## src/rtl/fir_audio_pkg.sv

```systemverilog
// rtl/fir_audio_pkg.sv - constants and FSM encoding shared by the FIR audio input/output controllers
package fir_audio_pkg;

    localparam int OUTPUT_DATA_RATE_DEF = 2267;
    localparam int FRAME_NUM_DEF        = 7100;
    localparam int IN_W_DEF             = 24;
    localparam int DATA_W_DEF           = 16;
    localparam int FIFO_AW_DEF          = 4;

    typedef enum logic [1:0] {
        IDLE  = 2'd0,
        PRIME = 2'd1,
        RUN   = 2'd2
    } rx_state_t;

endpackage

```

## src/rtl/sync_fifo.sv

```systemverilog
// rtl/sync_fifo.sv - register-array FIFO with occupancy count; read data shows the head entry
module sync_fifo #(
    parameter int W  = 17,
    parameter int AW = 4
) (
    input  logic          clk,
    input  logic          rst,
    input  logic          push,
    input  logic [W-1:0]  wdata,
    input  logic          pop,
    output logic [W-1:0]  rdata,
    output logic [AW:0]   count
);

    logic [W-1:0]  mem [0:(1<<AW)-1];
    logic [AW-1:0] wptr;
    logic [AW-1:0] rptr;

    // The owner never pushes when full or pops when empty, so pointers wrap freely.
    always_ff @(posedge clk or posedge rst) begin
        if (rst) begin
            wptr  <= '0;
            rptr  <= '0;
            count <= '0;
        end else begin
            if (push) wptr <= wptr + 1'b1;
            if (pop)  rptr <= rptr + 1'b1;
            case ({push, pop})
                2'b10:   count <= count + 1'b1;
                2'b01:   count <= count - 1'b1;
                default: count <= count;
            endcase
        end
    end

    always_ff @(posedge clk) begin
        if (push) mem[wptr] <= wdata;
    end

    assign rdata = mem[rptr];

endmodule

```

## src/rtl/fir_dout_rx.sv

```systemverilog
// rtl/fir_dout_rx.sv - FIR decimator output sink: buffers samples and replays them at a fixed DAC rate
// Optional rounding/saturation on capture is enabled by defining FIR_DOUT_SAT_EN.
module fir_dout_rx
    import fir_audio_pkg::*;
#(
    parameter int IN_W             = IN_W_DEF,
    parameter int DATA_W           = DATA_W_DEF,
    parameter int FIFO_AW          = FIFO_AW_DEF,
    parameter int OUTPUT_DATA_RATE = OUTPUT_DATA_RATE_DEF,
    parameter int FRAME_NUM        = FRAME_NUM_DEF
) (
    input  logic              clk_100m,
    input  logic              rst,
    input  logic              fir_dout_vld,
    input  logic [IN_W-1:0]   fir_dout_data,
    input  logic              fir_dout_last,
    output logic              fir_dout_rdy,
    output logic              dac_vld,
    output logic [DATA_W-1:0] dac_data,
    output logic              dac_last,
    output logic [15:0]       frame_cnt,
    output logic              underflow,
    output logic              last_err,
    output logic              sat_flag
);

    localparam int DEPTH = 1 << FIFO_AW;
    localparam int HALF  = 1 << (FIFO_AW - 1);
    localparam int SH    = IN_W - DATA_W;
    localparam int RW    = (OUTPUT_DATA_RATE > 1) ? $clog2(OUTPUT_DATA_RATE) : 1;

    logic [FIFO_AW:0]   fifo_count;
    logic [DATA_W:0]    fifo_rdata;
    logic [DATA_W-1:0]  conv_data;
    logic               push;
    logic               pop;
    logic               strobe;
    logic               fifo_empty;
    rx_state_t          state;
    logic [17:0]        rx_cnt;
    logic [RW-1:0]      rate_cnt;

    assign fir_dout_rdy = (fifo_count != (FIFO_AW+1)'(DEPTH)) && !rst;
    assign push         = fir_dout_vld && fir_dout_rdy;
    assign fifo_empty   = (fifo_count == '0);
    assign strobe       = (state == RUN) && (rate_cnt == RW'(OUTPUT_DATA_RATE - 1));
    // An empty FIFO at the strobe is an underflow even if a write lands in the same cycle.
    assign pop          = strobe && !fifo_empty;

`ifdef FIR_DOUT_SAT_EN
    logic signed [IN_W:0]   rounded;
    logic signed [DATA_W:0] scaled;
    logic                   conv_clip;
    logic                   unused_round;

    always_comb begin
        rounded   = $signed({fir_dout_data[IN_W-1], fir_dout_data}) + $signed((IN_W+1)'(1 << (SH - 1)));
        scaled    = rounded[IN_W -: DATA_W+1];
        conv_clip = (scaled[DATA_W] != scaled[DATA_W-1]);
        if (!conv_clip)          conv_data = scaled[DATA_W-1:0];
        else if (scaled[DATA_W]) conv_data = {1'b1, {(DATA_W-1){1'b0}}};
        else                     conv_data = {1'b0, {(DATA_W-1){1'b1}}};
    end
    assign unused_round = ^rounded[SH-1:0];

    always_ff @(posedge clk_100m or posedge rst) begin
        if (rst)                    sat_flag <= 1'b0;
        else if (push && conv_clip) sat_flag <= 1'b1;
    end
`else
    logic unused_low;
    assign conv_data  = fir_dout_data[IN_W-1 -: DATA_W];
    assign unused_low = ^fir_dout_data[SH-1:0];
    assign sat_flag   = 1'b0;
`endif

    sync_fifo #(
        .W  (DATA_W + 1),
        .AW (FIFO_AW)
    ) u_fifo (
        .clk   (clk_100m),
        .rst   (rst),
        .push  (push),
        .wdata ({fir_dout_last, conv_data}),
        .pop   (pop),
        .rdata (fifo_rdata),
        .count (fifo_count)
    );

    always_ff @(posedge clk_100m or posedge rst) begin
        if (rst) begin
            state     <= IDLE;
            rate_cnt  <= '0;
            rx_cnt    <= '0;
            dac_vld   <= 1'b0;
            dac_data  <= '0;
            dac_last  <= 1'b0;
            underflow <= 1'b0;
            last_err  <= 1'b0;
            frame_cnt <= '0;
        end else begin
            dac_vld   <= 1'b0;
            dac_last  <= 1'b0;
            underflow <= 1'b0;
            last_err  <= 1'b0;

            // Framing: tlast must appear exactly on beat FRAME_NUM-1; any mismatch restarts the count.
            if (push) begin
                if (fir_dout_last != (rx_cnt == 18'(FRAME_NUM - 1))) begin
                    last_err <= 1'b1;
                    rx_cnt   <= '0;
                end else if (fir_dout_last) begin
                    rx_cnt <= '0;
                end else begin
                    rx_cnt <= rx_cnt + 1'b1;
                end
            end

            case (state)
                IDLE: begin
                    if (push) state <= PRIME;
                end
                PRIME: begin
                    if (fifo_count >= (FIFO_AW+1)'(HALF)) begin
                        state    <= RUN;
                        rate_cnt <= '0;
                    end
                end
                RUN: begin
                    rate_cnt <= strobe ? '0 : rate_cnt + 1'b1;
                    if (strobe) begin
                        dac_vld <= 1'b1;
                        if (fifo_empty) begin
                            dac_data  <= '0;
                            underflow <= 1'b1;
                            state     <= PRIME;
                        end else begin
                            dac_data <= fifo_rdata[DATA_W-1:0];
                            dac_last <= fifo_rdata[DATA_W];
                            if (fifo_rdata[DATA_W]) frame_cnt <= frame_cnt + 16'd1;
                        end
                    end
                end
                default: state <= IDLE;
            endcase
        end
    end

endmodule

```

## config.mk

```make
export PLATFORM = sky130hd
export DESIGN_NAME = fir_dout_rx
export DESIGN_NICKNAME = d
export VERILOG_FILES = /design/src/rtl/fir_audio_pkg.sv /design/src/rtl/sync_fifo.sv /design/src/rtl/fir_dout_rx.sv
export SDC_FILE = /design/constraint.sdc
export NUM_CORES = 1
export LEC_CHECK = 0
export BUFFER_PORTS_ARGS = -buffer_cell sky130_fd_sc_hd__buf_2
export CAP_MARGIN = 20
export CORE_ASPECT_RATIO = 0.6
export CORE_MARGIN = 5
export CORE_UTILIZATION = 65
export DETAILED_ROUTE_END_ITERATION = 6
export HOLD_SLACK_MARGIN = 0.15
export PLACE_DENSITY = 0.84
export SETUP_SLACK_MARGIN = 0.2
export SYNTH_ARGS = -nofsm -noshare
export SYNTH_HDL_FRONTEND = slang
export SYNTH_HIERARCHICAL = 1
export SYNTH_SLANG_ARGS = --single-unit
```

## constraint.sdc

```tcl
create_clock -name clk_100m -period 8.4 [get_ports clk_100m]
set_input_delay 0.84 -clock clk_100m [delete_from_list [all_inputs] [get_ports clk_100m]]
set_output_delay 0.84 -clock clk_100m [all_outputs]
set_load 0.005 [all_outputs]
```

==> results <==
- Data on the critical path is required at its endpoint by 8.87 ns.
- The clock latency on the worst-skew pair is roughly 0.55 ns.
- After synthesis, the netlist uses 58 different library cells.
- The finished layout holds 1227 standard cells, fillers aside.
- The completed layout was analyzed and its total power is 3690 uW.
- The final HPWL from detailed placement is 17800 um.
- The net count after synthesis is 899.
- After clock tree synthesis, the clock-pin slew on the worst setup and hold paths is roughly 0.070 ns.
- The remaining max-slew budget at the tightest pin is 26.9%.
- The number of cells upsized or downsized after cts is 0.
- The wire length of the first global-routing pass is 46000 um.
- After detailed routing, the average wire length per cell comes to 24.3 um.
- IR analysis of the VDD net gives a maximum drop of approximately 0.19 mV.
- Compared with the post-synthesis result, the final layout area differs by 10.0%.
- Setup repair after global routing left no endpoint under its margin.
- The switching power as a share of total power is 23.2%.
- TritonCTS built the clock tree.
- The path type of the worst setup path is reg -> reg.
- The area of all placed cells without fillers is 15900 sq um.
- The mean post-synth cell area is 16.9 sq um.
- The total congestion overflow after global routing is 0.
- The post-synthesis sequential area ratio is 70.4%.
- The number of synthesized flops with an enable pin is 272.
- Of the cells placed in the final design, the portion with a size suffix greater than 1 is 18.4%.
- The total clock buffers created by CTS is 30.
- Buffers placed on the I/O ports in this run total 56.
- The fmax is roughly 270 MHz.
- For this run, asynchronously set or reset flops after synthesis account for 22.9%.
- The total setup violations reported at the end of the flow is 0.
- The weighted congestion reported at the end of routability-driven placement is 0.818.
- The placed instance area is 15000 sq um.
- The path class of the tightest hold or removal check is in -> async.
- The die is roughly 200 um wide.
- The net switching power figure is 857 uW.
- The initial utilization of the core area, before any placement, comes to 65.9%.
- STA classifies the critical path endpoint as a register.
- In this run the static leakage power is 0.00571 uW.
- The share of total power dissipated in combinational logic is 7.3%.
- After synthesis the netlist holds a flip-flop and latch count of 353.
- The via count of the first global-routing pass is 7628.
- The synthesized netlist cell count is roughly 860.
- For this run, the total global-route usage over all layers was measured as 23.8%.
- The root buffer cell is clkbuf_16.
- The slew at the pin closest to its max-slew limit is 1.10 ns.
- The buffer levels on the longest clock path is 3.
- The cell area that synthesis handed to floorplanning was 14500 sq um.
- The per-cell via count in the routed design is 6.45.
- The initial antenna violation count is 0.
- Internal power comes to between 2000 and 3000 uW.
- The die outline area is 25500 sq um.
- The final critical path takes up between 40% and 50% of the cycle.
- The post-route antenna net violation count is 0.
- In the final timing run, aggregate negative setup slack is 0 ns.
- Across the run, the number of max-cap violations was 0.
- Buffers added to address setup during post-CTS repair amount to 0.
- The number of cells in the design after placement is 1170.
- For this run, design rule violations remaining after detail routing come to 0.
- CTS built an H-tree with a depth of 1.
- The pin count of the biggest net entering global routing is between 70 and 80.
- The routed wire length is 29900 um.
- 66 I/O pins were placed.
- The number of sinks handled by clock tree synthesis is 353.
- STA puts the critical path data arrival time at approximately 4.2 ns.
- The kind of start point of the critical path is a register.
- The routed layout has 7913 vias.
- The final net count is 957.
- The relative contribution of sequential cells to total power is a little under three fifths.
- The critical-path maximum fanout is 23.
- The hold violation count in the final report is 0.
- The vertical die dimension is 126 um.
- Yosys printed 6 warnings.
- After the first detailed-routing iteration, the DRC count stood at 745.
- The number of buffers inserted for hold repair after clock tree synthesis is 0.
- The minimum period implied by the final worst setup slack is between 3 and 4 ns.
- The run finished with clean final reports.
- For the final database, setup skew stands at 0.00983 ns.
- The layout filler cell count is 1315.
- The share of total power dissipated in the clock network is a little over a third.
- The number of rows created at floorplan is 42.
- The most common flop cell mapped by yosys is edfxtp_1.
- The number of detailed-route iterations in the first pass is 5.
- The max-slew violation total from the final report was 0.
- For this design the ratio of total power to cell area is about 230 nW/um^2.
- The area of the core is 22000 sq um.
-- cell usage after synthesis (4+ instances only) --
library cell  number  area (sq um)
xnor2_1           21           184
buf_6              7          78.8
a21oi_1            6          30.0
a22o_1            11          96.3
and3_1             6          37.5
dfrtp_1           81          2030
a21o_1             9          67.6
nor3_1             4          20.0
mux4_1            20           526
ha_1              13           163
nand2_1           84           315
nand3_1           15          75.1
and2_1            21           131
mux2_2             4          45.0
inv_1             11          41.3
a22oi_1           34           255
nor2_1            36           135
o21ai_0           40           200
nand2b_1           6          37.5
edfxtp_1         272          8170
nor2b_1            8          50.1
nand4_1           15          93.8
nor4_1             4          25.0
buf_4              4          30.0
mux4_2            48          1080
clkbuf_1          22          82.6
xor2_1            11          96.3
-- through the flow --
step / utilization, % / worst slack [ns] / hold slack [ns]
6_report: 72.5 / 4.66 / 0.355
5_1_grt: 72.5 / 4.42 / 0.400
4_1_cts: 72.5 / 4.68 / 0.359
3_5_place_dp: 68.1 / 4.71 / 0.465
3_3_place_gp: 68.1 / 4.77 / 0.455
2_1_floorplan: - / 3.68 / 0.445
-- worst max-delay path: stages (launching register included) --
cell and delay [ns]:
dfrtp_1 0.47, or4_2 0.77, o211ai_2 0.17, buf_4 0.29, inv_1 0.25, inv_1 0.20, ha_1 0.37, xor2_1 0.20
ha_1 0.21, or4b_1 0.45, o21ai_1 0.13, xor2_1 0.16
-- power groups by stage --
stage / sequential, uW / clock, uW / combinational (uW)
floorplan: 2080 / 0 / 177
global placement: 2100 / 0 / 252
detailed placement: 2100 / 0 / 265
CTS: 2070 / 1370 / 269
global route: 2080 / 1460 / 300
finish: 2070 / 1350 / 270
-- kinds of logic (layout without fill, tap and decap cells) --
group	Yosys count	after routing	synth area share [%]
xor+xnor	32	32	1.94
flops	353	353	70.4
simple gates	220	220	7.78
buf+inv	49	131	1.77
compound gates	115	115	5.32
fa+ha+maj	13	13	1.12
mux	75	75	11.6
other cells	1	2	0.0259
-- sequential cells by signal (all words and copies together), names as in the netlist --
| name | count |
|---|---|
| rate_cnt | 12 |
| dac_data | 16 |
| rx_cnt | 18 |
| u_fifo/wptr | 4 |
| state | 2 |
| underflow | 1 |
| u_fifo/mem | 272 |
| last_err | 1 |
| dac_vld | 1 |
| frame_cnt | 16 |
| dac_last | 1 |
| u_fifo/count | 5 |
| u_fifo/rptr | 4 |
-- placed cells by master (no fill, tap or decap), types with 10 or more instances in the layout --
cell / Yosys / routed
buf_2: 3 / 56
edfxtp_1: 272 / 272
xor2_1: 11 / 11
xnor2_1: 21 / 21
ha_1: 13 / 13
o21ai_0: 40 / 40
clkbuf_16: 0 / 31
nor2_1: 36 / 36
a22oi_1: 34 / 34
nand4_1: 15 / 15
nand3_1: 15 / 15
mux4_1: 20 / 20
dfrtp_1: 81 / 79
nand2_1: 84 / 84
inv_1: 11 / 10
mux4_2: 48 / 48
and2_1: 21 / 21
a22o_1: 11 / 11
-- layout make-up --
class	instances	area, sq um	area share, %
diodes	1	2.50	0.0157
multi-input cells	456	4020	25.3
well taps	286	358	2.25
repair buffers	64	340	2.14
clock buffers	38	822	5.16
flip-flops and latches	353	10200	64.0
inverters	11	41.3	0.259
clock inverters	18	140	0.880
-- final timing paths --
check                      cells past startpoint  slack, ns                        start                     endpoint
max                                           11       4.66  u_fifo/count[1]$_DFFE_PP0P_  u_fifo/count[4]$_DFFE_PP0P_
min                                            2       0.36                          rst  u_fifo/count[3]$_DFFE_PP0P_
max reg2reg                                   11       4.66  u_fifo/count[1]$_DFFE_PP0P_  u_fifo/count[4]$_DFFE_PP0P_
min reg2reg                                    2       0.47      dac_data[3]$_DFFE_PP0P_      dac_data[3]$_DFFE_PP0P_
max in group asynchronous                      3       7.22                          rst     dac_data[11]$_DFFE_PP0P_
min in group clk_100m                          2       0.47      dac_data[3]$_DFFE_PP0P_      dac_data[3]$_DFFE_PP0P_
-- routing by layer --
layer  GRT usage (%)  up-vias  wire length [um]
met5               0        -                 0
met4            3.83        0               439
met3            5.69       37              3190
met2            33.3      386             12900
met1            39.5     4017             13300
li1                -     3473                 -
No activity file was read; power rests on OpenSTA's default activity.
